File: config.mk
export PLATFORM = sky130hd
export DESIGN_NAME = ldst_queue_unit_flat
export DESIGN_NICKNAME = d
export VERILOG_FILES = /design/src/rtl/ldst_queue_unit_if.sv /design/src/rtl/ldst_queue_unit.sv /design/src/flat_wrapper.sv
export SDC_FILE = /design/constraint.sdc
export NUM_CORES = 2
export LEC_CHECK = 0
export CORE_ASPECT_RATIO = 0.7
export CORE_MARGIN = 10
export CORE_UTILIZATION = 60
export DETAILED_ROUTE_END_ITERATION = 8
export PLACE_DENSITY = 0.85
export SYNTH_ARGS = -nofsm -noshare
export SYNTH_HDL_FRONTEND = slang
export SYNTH_SLANG_ARGS = --single-unit
File: constraint.sdc
create_clock -name clk -period 8.29 [get_ports clk]
set_input_delay 1.658 -clock clk [delete_from_list [all_inputs] [get_ports clk]]
set_output_delay 1.658 -clock clk [all_outputs]
set_load 0.1 [all_outputs]
File: src/rtl/ldst_queue_unit_if.sv
// ldst_queue_unit_if: request/response handshake between the exec stage
// and the load/store unit.
interface ldst_queue_unit_if #(
    parameter int ADDR_W = 64,
    parameter int TAG_W  = 8
);
    logic              req_valid;
    logic              req_ready;
    logic [1:0]        req_op;
    logic [1:0]        req_size;
    logic [ADDR_W-1:0] req_addr;
    logic [63:0]       req_wdata;
    logic [TAG_W-1:0]  req_tag;
    logic              rsp_valid;
    logic              rsp_ready;
    logic [TAG_W-1:0]  rsp_tag;
    logic [63:0]       rsp_data;
    logic              rsp_ovf;
    logic              rsp_fwd;

    modport master (
        output req_valid, req_op, req_size, req_addr, req_wdata, req_tag,
        output rsp_ready,
        input  req_ready, rsp_valid, rsp_tag, rsp_data, rsp_ovf, rsp_fwd
    );

    modport slave (
        input  req_valid, req_op, req_size, req_addr, req_wdata, req_tag,
        input  rsp_ready,
        output req_ready, rsp_valid, rsp_tag, rsp_data, rsp_ovf, rsp_fwd
    );
endinterface

File: src/rtl/ldst_queue_unit.sv
// ldst_queue_unit: MMIX load/store unit with an in-order store queue.
// Define LSU_FWD_EN to enable store-to-load forwarding.
module ldst_queue_unit #(
    parameter int ADDR_W   = 64,
    parameter int SQ_DEPTH = 4,
    parameter int TAG_W    = 8
) (
    input  logic              clk,
    input  logic              reset_n,
    ldst_queue_unit_if.slave  lsu,
    output logic              sq_empty,
    output logic [ADDR_W-1:0] mem_address,
    output logic [1:0]        mem_datasize,
    output logic              mem_read,
    output logic              mem_write,
    output logic [63:0]       mem_writedata,
    input  logic [63:0]       mem_readdata,
    input  logic              mem_done
);
    localparam int PTR_W = $clog2(SQ_DEPTH);
    localparam int CNT_W = PTR_W + 1;

    typedef enum logic [1:0] {M_IDLE, M_WRITE, M_READ} mstate_t;

    mstate_t state_q, state_d;

    logic [ADDR_W-1:0] sq_addr [SQ_DEPTH];
    logic [1:0]        sq_size [SQ_DEPTH];
    logic [63:0]       sq_data [SQ_DEPTH];
    logic [PTR_W-1:0]  head_q, tail_q;
    logic [CNT_W-1:0]  count_q;

    logic              rdy_q, ld_pend_q, sync_q, ld_sign_q;
    logic [ADDR_W-1:0] ld_addr_q;
    logic [1:0]        ld_size_q;
    logic [TAG_W-1:0]  ld_tag_q;
    logic [SQ_DEPTH-1:0] ld_wait_q;

    logic              rsp_valid_q, rsp_ovf_q;
    logic [TAG_W-1:0]  rsp_tag_q;
    logic [63:0]       rsp_data_q;

    logic              is_ld, is_st, is_sync;
    logic              acc, enq, deq, full, drained, ld_issue;
    logic [ADDR_W-1:0] amask, a_addr;
    logic [SQ_DEPTH-1:0] ovl, deq_mask;
    logic              fwd_ok, fwd_take;
    logic [63:0]       fwd_data;

    function automatic logic [63:0] trunc(input logic [63:0] d,
                                          input logic [1:0]  sz);
        case (sz)
            2'd0:    trunc = {56'b0, d[7:0]};
            2'd1:    trunc = {48'b0, d[15:0]};
            2'd2:    trunc = {32'b0, d[31:0]};
            default: trunc = d;
        endcase
    endfunction

    function automatic logic [63:0] extend(input logic [63:0] d,
                                           input logic [1:0]  sz,
                                           input logic        sg);
        case (sz)
            2'd0:    extend = {{56{sg & d[7]}}, d[7:0]};
            2'd1:    extend = {{48{sg & d[15]}}, d[15:0]};
            2'd2:    extend = {{32{sg & d[31]}}, d[31:0]};
            default: extend = d;
        endcase
    endfunction

    function automatic logic ovf_of(input logic [63:0] d,
                                    input logic [1:0]  sz);
        case (sz)
            2'd0:    ovf_of = |d[63:8];
            2'd1:    ovf_of = |d[63:16];
            2'd2:    ovf_of = |d[63:32];
            default: ovf_of = 1'b0;
        endcase
    endfunction

    always_comb begin
        is_ld   = 1'b0;
        is_st   = 1'b0;
        is_sync = 1'b0;
        unique case (1'b1)
            !lsu.req_op[1]:       is_ld   = 1'b1;
            lsu.req_op == 2'd2:   is_st   = 1'b1;
            default:              is_sync = 1'b1;
        endcase
    end

    assign full     = count_q == CNT_W'(SQ_DEPTH);
    assign drained  = (count_q == '0) && (state_q != M_WRITE);
    assign sq_empty = drained;

    assign lsu.req_ready = rdy_q && !rsp_valid_q && !ld_pend_q
                         && !sync_q && !full;
    assign acc = lsu.req_valid && lsu.req_ready;
    assign enq = acc && is_st;
    assign deq = (state_q == M_WRITE) && mem_done;

    assign amask    = {ADDR_W{1'b1}} << lsu.req_size;
    assign a_addr   = lsu.req_addr & amask;
    assign deq_mask = deq ? (SQ_DEPTH'(1) << head_q) : '0;
    assign ld_issue = ld_pend_q && (ld_wait_q == '0);

    // Octa-granular overlap against every live entry, head included.
    always_comb begin
        ovl = '0;
        for (int i = 0; i < SQ_DEPTH; i++) begin
            ovl[i] = ({1'b0, PTR_W'(PTR_W'(i) - head_q)} < count_q)
                   && (sq_addr[i][ADDR_W-1:3] == a_addr[ADDR_W-1:3]);
        end
    end

`ifdef LSU_FWD_EN
    logic [PTR_W-1:0] yng, idx;
    logic             hit;
    logic             rsp_fwd_q;

    always_comb begin
        hit = 1'b0;
        yng = head_q;
        idx = head_q;
        for (int i = 0; i < SQ_DEPTH; i++) begin
            idx = head_q + PTR_W'(i);
            if ((CNT_W'(i) < count_q) && ovl[idx]) begin
                hit = 1'b1;
                yng = idx;
            end
        end
        fwd_ok = hit && (sq_addr[yng] == a_addr)
               && (sq_size[yng] == lsu.req_size);
        fwd_data = extend(sq_data[yng], lsu.req_size, !lsu.req_op[0]);
    end

    // Every response is loaded while rsp_valid is low.
    always_ff @(posedge clk or negedge reset_n) begin
        if (!reset_n) begin
            rsp_fwd_q <= 1'b0;
        end else if (!rsp_valid_q) begin
            rsp_fwd_q <= fwd_take;
        end
    end

    assign lsu.rsp_fwd = rsp_fwd_q;
`else
    assign fwd_ok      = 1'b0;
    assign fwd_data    = '0;
    assign lsu.rsp_fwd = 1'b0;
`endif

    assign fwd_take = acc && is_ld && fwd_ok;

    always_comb begin
        state_d = state_q;
        unique case (state_q)
            M_IDLE: begin
                if (full)                 state_d = M_WRITE;
                else if (ld_issue)        state_d = M_READ;
                else if (count_q != '0)   state_d = M_WRITE;
            end
            M_WRITE: if (mem_done)        state_d = M_IDLE;
            M_READ:  if (mem_done)        state_d = M_IDLE;
            default:                      state_d = M_IDLE;
        endcase
    end

    always_comb begin
        mem_read      = 1'b0;
        mem_write     = 1'b0;
        mem_address   = '0;
        mem_datasize  = 2'd0;
        mem_writedata = '0;
        if (state_q == M_WRITE) begin
            mem_write     = 1'b1;
            mem_address   = sq_addr[head_q];
            mem_datasize  = sq_size[head_q];
            mem_writedata = sq_data[head_q];
        end else if (state_q == M_READ) begin
            mem_read      = 1'b1;
            mem_address   = ld_addr_q;
            mem_datasize  = ld_size_q;
        end
    end

    always_ff @(posedge clk or negedge reset_n) begin
        if (!reset_n) begin
            state_q <= M_IDLE;
        end else begin
            state_q <= state_d;
        end
    end

    always_ff @(posedge clk or negedge reset_n) begin
        if (!reset_n) begin
            rdy_q       <= 1'b0;
            head_q      <= '0;
            tail_q      <= '0;
            count_q     <= '0;
            ld_pend_q   <= 1'b0;
            sync_q      <= 1'b0;
            ld_sign_q   <= 1'b0;
            ld_addr_q   <= '0;
            ld_size_q   <= '0;
            ld_tag_q    <= '0;
            ld_wait_q   <= '0;
            rsp_valid_q <= 1'b0;
            rsp_tag_q   <= '0;
            rsp_data_q  <= '0;
            rsp_ovf_q   <= 1'b0;
            for (int i = 0; i < SQ_DEPTH; i++) begin
                sq_addr[i] <= '0;
                sq_size[i] <= '0;
                sq_data[i] <= '0;
            end
        end else begin
            rdy_q   <= 1'b1;
            count_q <= count_q + CNT_W'(enq) - CNT_W'(deq);
            if (lsu.rsp_valid && lsu.rsp_ready) rsp_valid_q <= 1'b0;
            if (enq) begin
                sq_addr[tail_q] <= a_addr;
                sq_size[tail_q] <= lsu.req_size;
                sq_data[tail_q] <= trunc(lsu.req_wdata, lsu.req_size);
                tail_q          <= tail_q + PTR_W'(1);
                rsp_valid_q     <= 1'b1;
                rsp_tag_q       <= lsu.req_tag;
                rsp_data_q      <= '0;
                rsp_ovf_q       <= ovf_of(lsu.req_wdata, lsu.req_size);
            end
            if (deq) begin
                head_q    <= head_q + PTR_W'(1);
                ld_wait_q <= ld_wait_q & ~deq_mask;
            end
            if (acc && is_ld) begin
                if (fwd_take) begin
                    rsp_valid_q <= 1'b1;
                    rsp_tag_q   <= lsu.req_tag;
                    rsp_data_q  <= fwd_data;
                    rsp_ovf_q   <= 1'b0;
                end else begin
                    ld_pend_q <= 1'b1;
                    ld_addr_q <= a_addr;
                    ld_size_q <= lsu.req_size;
                    ld_sign_q <= !lsu.req_op[0];
                    ld_tag_q  <= lsu.req_tag;
                    ld_wait_q <= ovl & ~deq_mask;
                end
            end
            if (acc && is_sync) begin
                if (drained) begin
                    rsp_valid_q <= 1'b1;
                    rsp_tag_q   <= lsu.req_tag;
                    rsp_data_q  <= '0;
                    rsp_ovf_q   <= 1'b0;
                end else begin
                    sync_q   <= 1'b1;
                    ld_tag_q <= lsu.req_tag;
                end
            end
            if (sync_q && drained) begin
                sync_q      <= 1'b0;
                rsp_valid_q <= 1'b1;
                rsp_tag_q   <= ld_tag_q;
                rsp_data_q  <= '0;
                rsp_ovf_q   <= 1'b0;
            end
            if ((state_q == M_READ) && mem_done) begin
                ld_pend_q   <= 1'b0;
                rsp_valid_q <= 1'b1;
                rsp_tag_q   <= ld_tag_q;
                rsp_data_q  <= extend(mem_readdata, ld_size_q, ld_sign_q);
                rsp_ovf_q   <= 1'b0;
            end
        end
    end

    assign lsu.rsp_valid = rsp_valid_q;
    assign lsu.rsp_tag   = rsp_tag_q;
    assign lsu.rsp_data  = rsp_data_q;
    assign lsu.rsp_ovf   = rsp_ovf_q;
endmodule

File: src/flat_wrapper.sv
// flat-port wrapper written by rule: the top's interface ports become plain ports
module ldst_queue_unit_flat 
#(
    parameter int ADDR_W   = 64,
    parameter int SQ_DEPTH = 4,
    parameter int TAG_W    = 8
)
  (clk, reset_n, sq_empty, mem_address, mem_datasize, mem_read, mem_write, mem_writedata, mem_readdata, mem_done, lsu_req_valid, lsu_req_op, lsu_req_size, lsu_req_addr, lsu_req_wdata, lsu_req_tag, lsu_rsp_ready, lsu_req_ready, lsu_rsp_valid, lsu_rsp_tag, lsu_rsp_data, lsu_rsp_ovf, lsu_rsp_fwd);
  ldst_queue_unit_if #(.ADDR_W(ADDR_W), .TAG_W(TAG_W)) lsu_i ();
  input  logic clk;
  input  logic reset_n;
  output logic sq_empty;
  output logic [ADDR_W-1:0] mem_address;
  output logic [1:0] mem_datasize;
  output logic mem_read;
  output logic mem_write;
  output logic [63:0] mem_writedata;
  input  logic [63:0] mem_readdata;
  input  logic mem_done;
  input wire logic [$bits(lsu_i.req_valid)-1:0] lsu_req_valid;
  input wire logic [$bits(lsu_i.req_op)-1:0] lsu_req_op;
  input wire logic [$bits(lsu_i.req_size)-1:0] lsu_req_size;
  input wire logic [$bits(lsu_i.req_addr)-1:0] lsu_req_addr;
  input wire logic [$bits(lsu_i.req_wdata)-1:0] lsu_req_wdata;
  input wire logic [$bits(lsu_i.req_tag)-1:0] lsu_req_tag;
  input wire logic [$bits(lsu_i.rsp_ready)-1:0] lsu_rsp_ready;
  output wire logic [$bits(lsu_i.req_ready)-1:0] lsu_req_ready;
  output wire logic [$bits(lsu_i.rsp_valid)-1:0] lsu_rsp_valid;
  output wire logic [$bits(lsu_i.rsp_tag)-1:0] lsu_rsp_tag;
  output wire logic [$bits(lsu_i.rsp_data)-1:0] lsu_rsp_data;
  output wire logic [$bits(lsu_i.rsp_ovf)-1:0] lsu_rsp_ovf;
  output wire logic [$bits(lsu_i.rsp_fwd)-1:0] lsu_rsp_fwd;
  assign lsu_i.req_valid = lsu_req_valid;
  assign lsu_i.req_op = lsu_req_op;
  assign lsu_i.req_size = lsu_req_size;
  assign lsu_i.req_addr = lsu_req_addr;
  assign lsu_i.req_wdata = lsu_req_wdata;
  assign lsu_i.req_tag = lsu_req_tag;
  assign lsu_i.rsp_ready = lsu_rsp_ready;
  assign lsu_req_ready = lsu_i.req_ready;
  assign lsu_rsp_valid = lsu_i.rsp_valid;
  assign lsu_rsp_tag = lsu_i.rsp_tag;
  assign lsu_rsp_data = lsu_i.rsp_data;
  assign lsu_rsp_ovf = lsu_i.rsp_ovf;
  assign lsu_rsp_fwd = lsu_i.rsp_fwd;
  ldst_queue_unit #(.ADDR_W(ADDR_W), .SQ_DEPTH(SQ_DEPTH), .TAG_W(TAG_W)) u_core (.clk(clk), .reset_n(reset_n), .lsu(lsu_i), .sq_empty(sq_empty), .mem_address(mem_address), .mem_datasize(mem_datasize), .mem_read(mem_read), .mem_write(mem_write), .mem_writedata(mem_writedata), .mem_readdata(mem_readdata), .mem_done(mem_done));
endmodule
---- After elaboration in Yosys (flattened, before gate mapping) ----
Cells that the tools add are included.
Widths: inputs -> output; s select.
storage, ports and cells
  input bits .............................. 209
  word-level logic and storage cells ...... 179
  register bits ........................... 685
  output and inout port bits .............. 209
cells by class
  $add $sub $neg .......................... 8
  equality and inequality tests ........... 16
  shift-type cells ........................ 2
  order comparisons ....................... 7
  bitwise gates (word level) .............. 9
  reduce and logical (&&, ||, !) cells .... 41
  mux-type cells .......................... 68
operators with widths
  operator               number
  $mux 64                14
  $bwmux 256             2
  $pmux 64 s3            2
  $bmux 64 s2            2
  $eq 61x61->1           4
  $demux 64 s2           1
  $and 64x64->64         1
  $mux 8                 8
  $shl 64x2->64 const A  1
  $reduce_or 56->1       1
  $reduce_or 48->1       1
  $reduce_or 32->1       1
  $mux 1                 22
  $logic_and 1x1->1      19
  $mux 2                 9
  $lt 2x3->1             4
  $mux 4                 3
  $and 4x4->4            2
  $bwmux 8               1
  $eq 2x2->1 const B     4
  $eq 2x1->1 const B     3
  $ge 3x3->1 const B     2
  $logic_not 1->1        6
  $logic_not 2->1        3
  other kinds (24)       35

---- Longest topological paths before layout ----
  depth in word-level cells ............... 12
  gate-level depth with buffers ........... 12
  gate-level depth less buffers ........... 11

---- Worst setup path after synthesis ----
OpenSTA, ideal clock, no wires.
  path kind ............................... flip-flop to output port
  from .................................... register u_core.state_q[1]
  to ...................................... output mem_address[27]
  required time ........................... 6.632 ns
  buffers on the path ..................... 3
  data arrival time ....................... 2.954 ns
  slack ................................... 3.678 ns
  stages on the path, launching flop included .. 7
  path through ............................ dfrtp_1 inv_1 ha_1 buf_2 clkbuf_1 clkbuf_1 a22o_1
between the ends
  word-level cells in the longest chain between the ends .. 3
  elaborated cells between the ends (all ways) .. 4
  those cells by class .................... eq/ne: 2; mux: 2
RTL lines
  item                      RTL line                RTL
  start: declaration        ldst_queue_unit.sv:25   mstate_t state_q, state_d;
  start signal: assignment  ldst_queue_unit.sv:191  state_q <= state_d;
  $eq 2x2->1                ldst_queue_unit.sv:180  end else if (state_q == M_READ) begin
  $mux 64                   ldst_queue_unit.sv:180
  $mux 64 *                 ldst_queue_unit.sv:175  if (state_q == M_WRITE) begin
  end: declaration          flat_wrapper.sv:13      output logic [ADDR_W-1:0] mem_address;
Mark *: on every way between the ends. The rest lies on a longest branch, timed or not.

---- Worst setup path after layout ----
  from .................................... register u_core.state_q[1]
  to ...................................... output mem_address[4]
The elaborated chain is that of the path after synthesis.

==> results.json <==
{
  "status": "completed",
  "htreeDepth": 3,
  "nFillCells": 3776,
  "start_util_pct": 60.5,
  "synth_edf_count": 0,
  "dieArea_um2": 65600,
  "cts_setup_buffers": 0,
  "portBuffers": 416,
  "synth_compound_area_share_pct": 9.19,
  "slew_headroom_pct": 17.2,
  "first_iter_violations": 2145,
  "grt_usage_pct": 30.3,
  "synth_fp_nets": 3070,
  "cts-buffers-inserted": 67,
  "root_buffer": "clkbuf_16",
  "total_power_mw": 14.8,
  "tns_ns": 0,
  "crit_fanout": 73,
  "std_cell_rows": 72,
  "wl_per_cell_um": 25.9,
  "rsz0062_at_grt": "no",
  "route.antenna.remaining_nets": 0,
  "cts_tree": "built",
  "core_area_um2": 55100,
  "pwr_density_cell_nw_per_um2": 373,
  "final_area_um2": 39600,
  "final_util_pct": 71.8,
  "internal_power_mw": 8.39,
  "setup_viol": 0,
  "ff2ff_setup_slack_ns": 4.35,
  "synth_fa_ha_area_share_pct": 0.735,
  "arrival_ns": 4.37,
  "fin_skew_ns": 0.0266,
  "grt_start_max_net_pins": 206,
  "synth_top_family_by_area": "multiplexers",
  "area_delta_synth_final_pct": 18.7,
  "final_hold_viol_count": 0,
  "vdd_drop_max_mv": 0.265,
  "yosys_warnings": 0,
  "cp.depth": 6,
  "totalWireLength_um": 101000,
  "crit_chain": "inv_1, ha_4, nor2b_4, buf_4, a22o_1, clkdlybuf4s50_1",
  "min_path_cells": 2,
  "critPathMaxStageDelay_ns": 1.16,
  "p_seq_share_pct": 36.0,
  "timing.fmax_mhz": 166,
  "synthMuxAreaShare_pct": 18.6,
  "worst_slew_pin_slew_ns": 1.24,
  "cts_resized": 0,
  "p_clk_share_pct": 20.7,
  "fin_nets": 3329,
  "required_ns": 6.63,
  "synth.avg_cell_area_um2": 11.7,
  "mostFrequentLayoutCell": "dfrtp_1",
  "gp_congestion": 0.973,
  "drive_above_1_share_pct": 17.6,
  "path_buf_inv": 3,
  "io_pins": 418,
  "place_hpwl_um": 69600,
  "cp-start-kind": "flip-flop",
  "swShare_pct": 43.2,
  "grt_pass1_vias": 24700,
  "synthCells": 2842,
  "dp.cells": 3772,
  "clkLatencyLatePin_ns": 0.61,
  "async_flop_share_pct": 100,
  "vias": 24100,
  "grt_pass1_wl_um": 152000,
  "drc": 0,
  "chipHeight_um": 217,
  "crit_slowest_cell": "clkdlybuf4s50_1",
  "end_kind": "output port",
  "ys_ff_latch": 685,
  "hp-class": "flip-flop to flip-flop",
  "drv_cap": 0,
  "viasPerCell": 6.20,
  "combPwrFrac_pct": 43.3,
  "placed_area_um2": 37400,
  "worstSetupPathType": "flip-flop to output port",
  "synthXorXnorAreaFrac_pct": 6.41,
  "yosys.cell_types.count": 53,
  "yosysSeqAreaShare_pct": 51.4,
  "fin_crit_ns": 6.03,
  "reg2reg_depth": 5,
  "cts.sinks": 685,
  "clk_path_buf_depth": 3,
  "switching_power_mw": 6.38,
  "stdcell_count": 3892,
  "cts_hold_buf": 0,
  "layout_common_cells": "683 x dfrtp_1, 491 x nand2_1, 415 x clkdlybuf4s50_1, 282 x o21ai_0, 268 x mux2_2",
  "cts.clk_slew.worst_paths_ns": 0.06,
  "crit_family": "buffers and inverters",
  "dieWidth_um": 302,
  "grt_overflow": 0,
  "ys.flop_type": "dfrtp_1",
  "period_share_pct": 72.7,
  "slew_viol_final": 0,
  "p_leak_nw": 17.6,
  "netlist_area_um2": 33400,
  "antenna_found_initial": 8,
  "dr.pass1.iters": 6,
  "synthSimpleGateAreaFrac_pct": 9.41
}
==> worst register-to-register path: stages (launching register included) <==
cell and delay, ns:
dfrtp_1 0.53, or3b_1 0.48, and4bb_1 0.55, nand2_8 0.69, buf_4 0.98, mux2_2 0.60
==> final cells by class <==
cell class	count	area, um2	share of cell area, %
sequential	685	17100	43.3
clock inverter	19	153	0.385
clock buffer	99	2030	5.13
timing repair buffer	437	4380	11.0
inverter	22	82.6	0.208
multi-input combinational	1888	14900	37.6
tap	740	926	2.34
antenna	2	5.00	0.0126
==> per-stage QoR <==
step	hold WS, ns	setup WS, ns
5_1_grt	0.498	2.09
3_3_place_gp	0.456	3.01
6_report	0.475	2.26
2_1_floorplan	0.444	3.68
4_1_cts	0.479	2.27
3_5_place_dp	0.465	2.92
==> synthesized netlist by cell type (2+ instances only) <==
cell | instances | area share (%)
nor2_1 | 19 | 0.21
o221ai_1 | 2 | 0.053
buf_2 | 51 | 0.77
xnor2_1 | 142 | 3.7
buf_4 | 35 | 0.79
buf_8 | 4 | 0.18
o2111a_1 | 2 | 0.068
clkbuf_2 | 6 | 0.090
o21ai_1 | 2 | 0.030
a31oi_1 | 2 | 0.038
nand2_2 | 2 | 0.038
dfrtp_1 | 685 | 51
or2_2 | 2 | 0.038
a21oi_2 | 2 | 0.053
or4_1 | 2 | 0.045
o2bb2ai_1 | 49 | 1.3
nor4_1 | 47 | 0.88
nand2_1 | 492 | 5.5
a21o_1 | 8 | 0.18
a22o_1 | 75 | 2.0
nand2_4 | 2 | 0.068
o21bai_1 | 2 | 0.045
mux2i_1 | 9 | 0.27
nand4_1 | 43 | 0.81
mux2_2 | 268 | 9.0
ha_1 | 18 | 0.68
o21ai_0 | 282 | 4.2
nand2b_1 | 4 | 0.075
inv_1 | 22 | 0.25
a21oi_1 | 71 | 1.1
buf_1 | 3 | 0.034
mux2_4 | 12 | 0.54
nand3_1 | 12 | 0.18
xor2_1 | 102 | 2.7
mux4_2 | 130 | 8.8
buf_6 | 16 | 0.54
conb_1 | 2 | 0.023
a221oi_1 | 2 | 0.053
buf_12 | 2 | 0.12
and2_1 | 69 | 1.3
clkbuf_1 | 130 | 1.5
==> state kept, by name, summed over array words and instances, names as in the netlist, 2 cells and up <==
signal,flops
u_core.tail_q,2
u_core.ld_wait_q,4
u_core.lsu.rsp_data,64
u_core.head_q,2
u_core.sq_size,8
u_core.sq_data,256
u_core.lsu.rsp_tag,8
u_core.count_q,3
u_core.ld_addr_q,64
u_core.ld_size_q,2
u_core.sq_addr,256
u_core.state_q,2
u_core.ld_tag_q,8
==> layer usage <==
metal	part of all wire, %	track usage [%]
met5	0.22	1.86
met4	3.1	9.77
met3	12	11.4
met2	46	46.3
met1	39	39.5
==> kinds of logic after synthesis <==
family          Yosys count
flops                   685
fa+ha+maj                19
buf+inv                 269
mux                     419
other cells               2
simple gates            701
xor+xnor                244
compound gates          503
==> path summary, 6_finish.rpt <==
| check | startpoint | end |
|---|---|---|
| worst min-delay path | u_core.sq_data[38] | u_core.sq_data[38] |
| min in group asynchronous | reset_n | u_core.lsu.rsp_data[12] |
| worst max-delay path | u_core.state_q[1] | mem_address[4] |
| worst max register to register | u_core.count_q[2] | u_core.sq_data[128] |
| max in group asynchronous | reset_n | u_core.sq_addr[122] |
| worst min register to register | u_core.sq_data[38] | u_core.sq_data[38] |
==> power groups by stage <==
stage / registers, mW / logic, mW / clock network [mW]
floorplan: 5.87 / 3.87 / 0
global placement: 5.24 / 6.20 / 0
detailed placement: 5.34 / 6.33 / 0
CTS: 5.29 / 6.37 / 3.09
global route: 5.43 / 6.71 / 3.23
finish: 5.32 / 6.39 / 3.05
Note: power is estimated with default switching activity, not from simulation.
